**config.mk**
```make
export PLATFORM = sky130hd
export DESIGN_NAME = vga_superpix_scanner
export DESIGN_NICKNAME = d
export VERILOG_FILES = /design/src/rtl/vga_superpix_scanner.sv
export SDC_FILE = /design/constraint.sdc
export NUM_CORES = 1
export LEC_CHECK = 0
export CORE_ASPECT_RATIO = 0.6
export CORE_MARGIN = 3
export CORE_UTILIZATION = 38
export DETAILED_ROUTE_END_ITERATION = 10
export RECOVER_POWER = 100
export SETUP_SLACK_MARGIN = 0.3
export SLEW_MARGIN = 5
export SYNTH_ARGS = -nofsm -noshare
export SYNTH_HDL_FRONTEND = slang
export SYNTH_SLANG_ARGS = --single-unit
```
**constraint.sdc**
```tcl
create_clock -name clk -period 3.4 [get_ports clk]
set_input_delay 0.51 -clock clk [delete_from_list [all_inputs] [get_ports clk]]
set_output_delay 0.51 -clock clk [all_outputs]
set_load 0.05 [all_outputs]
```
**src/rtl/vga_superpix_scanner.sv**
```systemverilog
`default_nettype none
// ============================================================================
// Module   : vga_superpix_scanner
// Purpose  : 640x480 VGA raster generator with 32x32 superpixel indices
//            carried as incrementing counters. Option: VGA_SYNC_DELAY_EN
//            delays hsync/vsync/active one pixel to match 1-cycle tile memory.
// Revision : 1.0  initial release
// ============================================================================
module vga_superpix_scanner #(
   parameter int H_ACTIVE = 640,
   parameter int H_FP     = 16,
   parameter int H_SYNC   = 96,
   parameter int H_BP     = 48,
   parameter int V_ACTIVE = 480,
   parameter int V_FP     = 10,
   parameter int V_SYNC   = 2,
   parameter int V_BP     = 33
) (
   input  logic       clk,
   input  logic       rst,
   input  logic       pix_en,
   output logic       hsync,
   output logic       vsync,
   output logic       active,
   output logic [9:0] col,
   output logic [8:0] row,
   output logic [4:0] x_sup_pix,
   output logic [3:0] y_sup_pix,
   output logic [4:0] x_sub,
   output logic [4:0] y_sub,
   output logic       frame_start,
   output logic       line_end
);

   localparam logic [9:0] c_h_last = 10'(H_ACTIVE + H_FP + H_SYNC + H_BP - 1);
   localparam logic [9:0] c_h_act  = 10'(H_ACTIVE);
   localparam logic [9:0] c_hs_beg = 10'(H_ACTIVE + H_FP);
   localparam logic [9:0] c_hs_end = 10'(H_ACTIVE + H_FP + H_SYNC - 1);
   localparam logic [9:0] c_v_last = 10'(V_ACTIVE + V_FP + V_SYNC + V_BP - 1);
   localparam logic [9:0] c_v_act  = 10'(V_ACTIVE);
   localparam logic [9:0] c_vs_beg = 10'(V_ACTIVE + V_FP);
   localparam logic [9:0] c_vs_end = 10'(V_ACTIVE + V_FP + V_SYNC - 1);

   localparam logic [0:0] c_st_idle = 1'b0;
   localparam logic [0:0] c_st_scan = 1'b1;

   logic [0:0] r_state;
   logic [0:0] w_state_nxt;

   logic [9:0] r_h_cnt, r_v_cnt;
   logic [4:0] r_x_sub, r_x_sup, r_y_sub;
   logic [3:0] r_y_sup;

   logic [9:0] w_h_nxt, w_v_nxt;
   logic [4:0] w_xs_nxt, w_xp_nxt, w_ys_nxt;
   logic [3:0] w_yp_nxt;
   logic       w_line_wrap;
   logic       w_act;
   logic       w_hs_nxt, w_vs_nxt;

   logic       r_hsync_s, r_vsync_s, r_active_s;

   // State register
   always_ff @(posedge clk) begin
      if (rst) r_state <= c_st_idle;
      else     r_state <= w_state_nxt;
   end

   // Next state: the first enabled pixel after reset loads (0,0) instead of advancing
   always_comb begin
      w_state_nxt = r_state;
      case (r_state)
         c_st_idle: if (pix_en) w_state_nxt = c_st_scan;
         c_st_scan: w_state_nxt = c_st_scan;
         default:   w_state_nxt = c_st_idle;
      endcase
   end

   // Next-position datapath
   always_comb begin
      w_line_wrap = (r_state == c_st_scan) && (r_h_cnt == c_h_last);
      w_h_nxt  = '0;
      w_v_nxt  = '0;
      w_xs_nxt = '0;
      w_xp_nxt = '0;
      w_ys_nxt = '0;
      w_yp_nxt = '0;
      if (r_state == c_st_scan) begin
         w_h_nxt = w_line_wrap ? 10'd0 : r_h_cnt + 10'd1;
         w_v_nxt = r_v_cnt;
         if (w_line_wrap)
            w_v_nxt = (r_v_cnt == c_v_last) ? 10'd0 : r_v_cnt + 10'd1;

         w_xs_nxt = r_x_sub;
         w_xp_nxt = r_x_sup;
         if (w_h_nxt == 10'd0) begin
            w_xs_nxt = '0;
            w_xp_nxt = '0;
         end else if (w_h_nxt < c_h_act) begin
            if (r_x_sub == 5'd31) begin
               w_xs_nxt = '0;
               w_xp_nxt = r_x_sup + 5'd1;
            end else begin
               w_xs_nxt = r_x_sub + 5'd1;
            end
         end

         w_ys_nxt = r_y_sub;
         w_yp_nxt = r_y_sup;
         if (w_line_wrap) begin
            if (w_v_nxt == 10'd0) begin
               w_ys_nxt = '0;
               w_yp_nxt = '0;
            end else if (w_v_nxt < c_v_act) begin
               if (r_y_sub == 5'd31) begin
                  w_ys_nxt = '0;
                  w_yp_nxt = r_y_sup + 4'd1;
               end else begin
                  w_ys_nxt = r_y_sub + 5'd1;
               end
            end
         end
      end
      w_act    = (w_h_nxt < c_h_act) && (w_v_nxt < c_v_act);
      w_hs_nxt = !((w_h_nxt >= c_hs_beg) && (w_h_nxt <= c_hs_end));
      w_vs_nxt = !((w_v_nxt >= c_vs_beg) && (w_v_nxt <= c_vs_end));
   end

   always_ff @(posedge clk) begin
      if (rst) begin
         r_h_cnt     <= '0;
         r_v_cnt     <= '0;
         r_x_sub     <= '0;
         r_x_sup     <= '0;
         r_y_sub     <= '0;
         r_y_sup     <= '0;
         r_hsync_s   <= 1'b1;
         r_vsync_s   <= 1'b1;
         r_active_s  <= 1'b0;
         col         <= '0;
         row         <= '0;
         x_sup_pix   <= '0;
         y_sup_pix   <= '0;
         x_sub       <= '0;
         y_sub       <= '0;
         frame_start <= 1'b0;
         line_end    <= 1'b0;
      end else begin
         frame_start <= 1'b0;
         line_end    <= 1'b0;
         if (pix_en) begin
            r_h_cnt     <= w_h_nxt;
            r_v_cnt     <= w_v_nxt;
            r_x_sub     <= w_xs_nxt;
            r_x_sup     <= w_xp_nxt;
            r_y_sub     <= w_ys_nxt;
            r_y_sup     <= w_yp_nxt;
            r_hsync_s   <= w_hs_nxt;
            r_vsync_s   <= w_vs_nxt;
            r_active_s  <= w_act;
            col         <= w_act ? w_h_nxt      : 10'd0;
            row         <= w_act ? w_v_nxt[8:0] : 9'd0;
            x_sup_pix   <= w_act ? w_xp_nxt     : 5'd0;
            y_sup_pix   <= w_act ? w_yp_nxt     : 4'd0;
            x_sub       <= w_act ? w_xs_nxt     : 5'd0;
            y_sub       <= w_act ? w_ys_nxt     : 5'd0;
            frame_start <= (w_h_nxt == 10'd0) && (w_v_nxt == 10'd0);
            line_end    <= (w_h_nxt == c_h_last);
         end
      end
   end

`ifdef VGA_SYNC_DELAY_EN
   // Extra pixel of lag on sync/active so they line up with tile-memory read data
   always_ff @(posedge clk) begin
      if (rst) begin
         hsync  <= 1'b1;
         vsync  <= 1'b1;
         active <= 1'b0;
      end else if (pix_en) begin
         hsync  <= r_hsync_s;
         vsync  <= r_vsync_s;
         active <= r_active_s;
      end
   end
`else
   assign hsync  = r_hsync_s;
   assign vsync  = r_vsync_s;
   assign active = r_active_s;
`endif

endmodule
`default_nettype wire

```
# [Yosys cells after proc, flatten, opt, wreduce, memory -nomap -nowiden]
# Cells that the tools add are included.
# Widths: inputs -> output; s select.
[op_classes] addsub=6 bitwise=2 n_eq_ne=5 n_reduce_logical=12 n_lt_le_gt_ge=8 mux=32
[op_table] op="$mux 5" n=16
[op_table] op="$mux 10" n=7
[op_table] op="$logic_not 10->1" n=4
[op_table] op="$eq 10x10->1 const B" n=3
[op_table] op="$mux 4" n=6
[op_table] op="$add 10x1->10 const B" n=2
[op_table] op="$lt 10x10->1 const B" n=2
[op_table] op="$lt 10x9->1 const B" n=2
[op_table] op="$add 5x1->5 const B" n=3
[op_table] op="$eq 5x5->1 const B" n=2
[op_table] op="$ge 10x10->1 const B" n=1
[op_table] op="$ge 10x9->1 const B" n=1
[op_table] op="$le 10x10->1 const B" n=1
[op_table] op="$le 10x9->1 const B" n=1
[op_table] op="$mux 9" n=1
[op_table] op="$logic_and 1x1->1" n=5
[op_table] op="$add 4x1->4 const B" n=1
[op_table] op="$logic_not 1->1" n=2
[op_table] op="$not 1->1" n=2
[op_table] op="$pmux 1 s2" n=1
[op_table] op="$reduce_or 2->1" n=1
[op_table] op="$mux 1" n=1
[word_totals] wordCells=83 in_bits=3 regBits=83 out_inout_bits=43

# [Longest topological paths before layout]
[logic_depth] word_depth=10 depth_mapped=11

# [Worst setup path after synthesis]
# OpenSTA, ideal clock, no wires.
[synth_timing] path_type="register to register" start="register r_h_cnt[0]" end="register r_y_sup[0]" setup_slack_ps=747 t_arrival_ps=2584 stages_incl_launch_ff=11 synth_period_minus_slack_ps=2653 required_ps=3331 n_path_buf=2 path_cell_list="dfxtp_1 > ha_1 > buf_2 > nand4_1 > nor4_4 > xnor2_1 > o311a_1 > buf_2 > nand2_2 > or4_1 > o21ai_1"
[synth_via] elab_chain_cells=9
[synth_rtl] element="from (decl)" line_no="50" rtl="logic [9:0] r_h_cnt, r_v_cnt;"
[synth_rtl] element="from (signal assigned)" line_no="152" rtl="r_h_cnt <= w_h_nxt;"
[synth_rtl] element="$eq 10x10->1 (*)" line_no="81" rtl="w_line_wrap = (r_state == c_st_scan) && (r_h_cnt == c_h_last);"
[synth_rtl] element="$logic_and 1x1->1 (*)" line_no="81"
[synth_rtl] element="$mux 10" line_no="91" rtl="if (w_line_wrap)"
[synth_rtl] element="$mux 10" line_no="88" rtl="if (r_state == c_st_scan) begin"
[synth_rtl] element="$lt 10x9->1" line_no="114" rtl="end else if (w_v_nxt < c_v_act) begin"
[synth_rtl] element="$mux 4" line_no="114"
[synth_rtl] element="$mux 4" line_no="111" rtl="if (w_v_nxt == 10'd0) begin"
[synth_rtl] element="$mux 4 (*)" line_no="110" rtl="if (w_line_wrap) begin"
[synth_rtl] element="$mux 4 (*)" line_no="88"
[synth_rtl] element="to (signal assigned)" line_no="157" rtl="r_y_sup <= w_yp_nxt;"
[synth_rtl] element="to (decl)" line_no="52" rtl="logic [3:0] r_y_sup;"
# Mark *: on every way between the ends. The rest lies on a longest branch, timed or not. The select of a mux whose other input is x is not followed.
# A chain may end at the register's enable or synchronous reset.

# [Worst setup path in the final report]
[layout_timing] start="register r_h_cnt[5]" end="register r_y_sup[1]"
# Same word-level chain as after synthesis.

==> tab_implementation.tex <==
\begin{tabular}{lr}
\hline
Metric & Value \\
\hline
\multicolumn{2}{l}{\textbf{Yosys}} \\
FFs w/ async S/R, synth & 0\% \\
Sequential area share after synthesis & 38.1\% \\
Flip-flop and latch count after synthesis & 83 \\
Post-synth EDFFs & 0 \\
Area share of the leading cell type in the synthesized netlist & 38.1\% \\
Total standard cell area after synthesis & 4360 µm² \\
Most area-hungry cell type in the Yosys netlist & sky130\_fd\_sc\_hd\_\_dfxtp\_1 \\
Leading post-synthesis cells by cell area & sky130\_fd\_sc\_hd\_\_dfxtp\_1 38\%, sky130\_fd\_sc\_hd\_\_nand2\_1 5.4\%, sky130\_fd\_sc\_hd\_\_o21ai\_0 3.4\% \\
Number of warnings issued by yosys & 0 \\
Synthesized area per cell & 8.36 µm² \\
Net Count, Synth & 534 \\
Post-synthesis cell count & 522 \\
Predominant post-synthesis flop cell & sky130\_fd\_sc\_hd\_\_dfxtp\_1 \\
Library cells used by synthesis & 77 \\
\multicolumn{2}{l}{\textbf{Final layout}} \\
Share of cells above drive strength 1 & 10.5\% \\
Post-route cell area & 5370 µm² \\
Nets & 578 \\
Antenna diode count & 0 \\
Synth-to-Final Area Change & 23.0\% \\
\multicolumn{2}{l}{\textbf{Routing}} \\
Detailed router's first-iteration violation count & 319 \\
Detail Route Antenna Nets & 0 \\
Per-cell routed wire length & 18.5 µm \\
Drc violations & 0 \\
Routed length on met1 & 6840 µm \\
Length of routed met3 wiring & 1000 µm \\
Routed wire length on met2 & 5130 µm \\
Overall routed net length & 13100 µm \\
Post-DR vias/cell & 5.85 \\
Detailed-router iteration count before antenna repair & 5 \\
Max Used Layer & met4 \\
Detailed-route via count & 4152 \\
\multicolumn{2}{l}{\textbf{Global route}} \\
Global-route wire length before repair & 20600 µm \\
Vias in the first global route & 3719 \\
Aggregate global-route resource usage & 21.0\% \\
Gr ovfl total & 0 \\
Pin count of the biggest net entering global routing & 32 \\
Number of antenna violations at the first check in global routing & 0 \\
\multicolumn{2}{l}{\textbf{Critical path}} \\
Arrival time at the worst endpoint & 3.33 ns \\
CP Buf/Inv Count & 0 \\
Ordered list of cells on the worst path & or4b\_1, nor4\_4, xnor2\_1, o311a\_1, nand2\_2, or4b\_1, o21ai\_0 \\
Type of the worst setup path & flip-flop to flip-flop \\
Cell family with the largest share of critical-path delay & simple AND/OR/NAND/NOR gates \\
Highest fanout seen on the critical path & 13 \\
Capturing element type of the critical path & flip-flop \\
CP Data Required Time & 3.67 ns \\
Category of the worst setup path launch point & flip-flop \\
Critical Path Max Stage Delay & 0.72 ns \\
Slowest CP cell & sky130\_fd\_sc\_hd\_\_or4b\_1 \\
Critical Path Most Common Cell & sky130\_fd\_sc\_hd\_\_or4b\_1 \\
\multicolumn{2}{l}{\textbf{Floorplanning}} \\
Vertical die dimension & 89.0 µm \\
Initial cell density of the core & 40.1\% \\
Die outline area & 12800 µm² \\
Width of the die & 144 µm \\
Top-Level Pins & 46 \\
Row cnt & 29 \\
Core box area & 10900 µm² \\
\multicolumn{2}{l}{\textbf{Placed design}} \\
Final HPWL DP & 9520 µm \\
Post-place instance area & 5020 µm² \\
Count of input and output buffers & 45 \\
Weighted congestion at the end of routability-driven global placement & 0.901 \\
\multicolumn{2}{l}{\textbf{Timing}} \\
Final period util & 90.0\% \\
Final TNS setup & 0 ns \\
Max\_slew headroom & -28.8\% \\
Total of endpoints with negative setup slack in the final report & 0 \\
Final worst path period need & 3.06 ns \\
Endpoints failing hold & 0 \\
Pins Over Slew Limit & 24 \\
RSZ-0062 raised after global routing & false \\
Worst slew pin tran & 1.93 ns \\
Post-route clock skew & 0.0105 ns \\
Highest attainable clock frequency & 327 MHz \\
\multicolumn{2}{l}{\textbf{CTS}} \\
Cell at the root of the clock tree & sky130\_fd\_sc\_hd\_\_clkbuf\_16 \\
Hold buffer count at CTS & 0 \\
H-tree depth & 3 \\
Max Buffers Root-to-Sink & 2 \\
Num CTS Buffers & 9 \\
Clock insertion delay at the later pin of the skew report & 0.35 ns \\
Count of clock tree sinks & 83 \\
CTS clock-pin slew for the worst setup and hold paths & 0.06 ns \\
TritonCTS clock tree & yes \\
\multicolumn{2}{l}{\textbf{Status}} \\
Result of the run & finished with violations \\
Failing checks & max-capacitance violations, max-slew violations \\
\multicolumn{2}{l}{\textbf{Worst hold path}} \\
Type of the most critical hold path & flip-flop to flip-flop \\
\multicolumn{2}{l}{\textbf{Power and ir drop}} \\
Worst VDD drop & 0.244 mV \\
Leak & 2.04 nW \\
Cell Pwr Density & 406 nW/µm² \\
Overall power after layout & 2.18 mW \\
\multicolumn{2}{l}{\textbf{Job}} \\
Number of max-capacitance violations reported & 1 \\
\hline
\end{tabular}
-- sequential cells by signal (all words and copies together) (netlist names) --
signal / flops
row: 9
r_v_cnt: 10
hsync: 1
vsync: 1
active: 1
r_x_sub: 5
x_sup_pix: 5
col: 10
y_sup_pix: 4
frame_start: 1
y_sub: 5
r_y_sub: 5
r_state: 1
line_end: 1
r_h_cnt: 10
r_y_sup: 4
x_sub: 5
r_x_sup: 5
-- repair_timing --
| item | 4_1_cts | 5_1_grt |
|---|---|---|
| setup buffers | 0 | 3 |
| pin swaps | 1 | 2 |
| gates cloned | 0 | 0 |
| endpoints found under the setup margin | 2 | 33 |
| hold endpoints to repair | 0 | 0 |
| gates resized for setup | 1 | 11 |
-- routing by layer --
metal | GRT usage, % | vias to the layer above
met5 | 0 | -
met4 | 5.59 | 0
met3 | 5.83 | 20
met2 | 28.7 | 151
met1 | 32.0 | 1973
li1 | - | 2008
-- area by class of cell --
type | count | area [µm²]
clock buffer | 10 | 239
clock inverter | 6 | 88.8
fill | 1050 | 5520
inverter | 14 | 52.6
multi-input combinational | 387 | 2500
sequential | 83 | 1670
tap | 139 | 174
timing repair buffer | 71 | 644
-- kinds of logic (layout without fill, tap and decap cells) --
kind of cell / count (synthesis) / after routing / share of synthesized area [%]
and+or+nand+nor: 208 / 208 / 25.8
muxes: 11 / 11 / 2.52
adders and majority gates: 9 / 9 / 2.58
DFF: 83 / 83 / 38.1
buffers and inverters: 52 / 101 / 4.91
xor gates and xnor gates: 23 / 23 / 4.62
AOI/OAI and AO/OA: 136 / 136 / 21.5
-- cell usage after synthesis (11+ instances only) --
| cell type | instances |
|---|---|
| sky130_fd_sc_hd__xor2_1 | 12 |
| sky130_fd_sc_hd__nand3_1 | 19 |
| sky130_fd_sc_hd__xnor2_1 | 11 |
| sky130_fd_sc_hd__dfxtp_1 | 83 |
| sky130_fd_sc_hd__nand2_1 | 63 |
| sky130_fd_sc_hd__o21ai_1 | 19 |
| sky130_fd_sc_hd__inv_1 | 14 |
| sky130_fd_sc_hd__clkbuf_1 | 25 |
| sky130_fd_sc_hd__nor3_1 | 17 |
| sky130_fd_sc_hd__a22o_1 | 14 |
| sky130_fd_sc_hd__mux2i_1 | 11 |
| sky130_fd_sc_hd__nand4_1 | 15 |
| sky130_fd_sc_hd__a21oi_1 | 15 |
| sky130_fd_sc_hd__nor2_1 | 29 |
| sky130_fd_sc_hd__o21ai_0 | 30 |
-- power by group --
group          switching, mW  internal [mW]  total [mW]
logic                 0.0754         0.0301       0.105
registers            0.00591          0.979       0.985
clock network          0.423          0.664        1.09
-- stage by stage --
step / setup WS (ns) / utilization [%] / hold WS, ns / cells
2_1_floorplan: 0.747 / - / 0.467 / 522
3_5_place_dp: 0.284 / 46.1 / 0.442 / 691
5_1_grt: 0.161 / 49.3 / 0.460 / 710
6_report: 0.341 / 49.3 / 0.446 / 710
3_3_place_gp: 0.404 / 46.1 / 0.438 / 691
4_1_cts: 0.306 / 49.2 / 0.451 / 707
-- worst paths after layout --
path                                    from            to  slack, ns  cells after the start
worst min register to register  x_sup_pix[0]  x_sup_pix[0]       0.45                      2
worst min-delay path            x_sup_pix[0]  x_sup_pix[0]       0.45                      2
worst max-delay path              r_h_cnt[5]    r_y_sup[1]       0.34                      7
worst max register to register    r_h_cnt[5]    r_y_sup[1]       0.34                      7
-- placed cells by master (no fill, tap or decap), types with 8 or more instances in the layout --
cell type,netlist,routed
sky130_fd_sc_hd__dfxtp_1,83,79
sky130_fd_sc_hd__nand2_1,63,63
sky130_fd_sc_hd__dlygate4sd3_1,0,44
sky130_fd_sc_hd__o21ai_0,30,37
sky130_fd_sc_hd__nor2_1,29,29
sky130_fd_sc_hd__buf_4,2,21
sky130_fd_sc_hd__nand3_1,19,18
sky130_fd_sc_hd__nor3_1,17,18
sky130_fd_sc_hd__a21oi_1,15,16
sky130_fd_sc_hd__nand4_1,15,15
sky130_fd_sc_hd__inv_1,14,14
sky130_fd_sc_hd__a22o_1,14,14
sky130_fd_sc_hd__xor2_1,12,12
sky130_fd_sc_hd__o21ai_1,19,12
sky130_fd_sc_hd__mux2i_1,11,11
sky130_fd_sc_hd__xnor2_1,11,11
sky130_fd_sc_hd__clkbuf_16,0,9
sky130_fd_sc_hd__nand2b_1,8,8
sky130_fd_sc_hd__ha_1,9,8
-- worst register-to-register path, delay by kind of cell, from the launching register on --
| family | cells | cell delay, ns |
|---|---|---|
| xor gates and xnor gates | 1 | 0.26 |
| AOI/OAI and AO/OA | 2 | 0.53 |
| and+or+nand+nor | 4 | 1.80 |
| DFF | 1 | 0.40 |
Note: power is estimated with default switching activity, not from simulation.
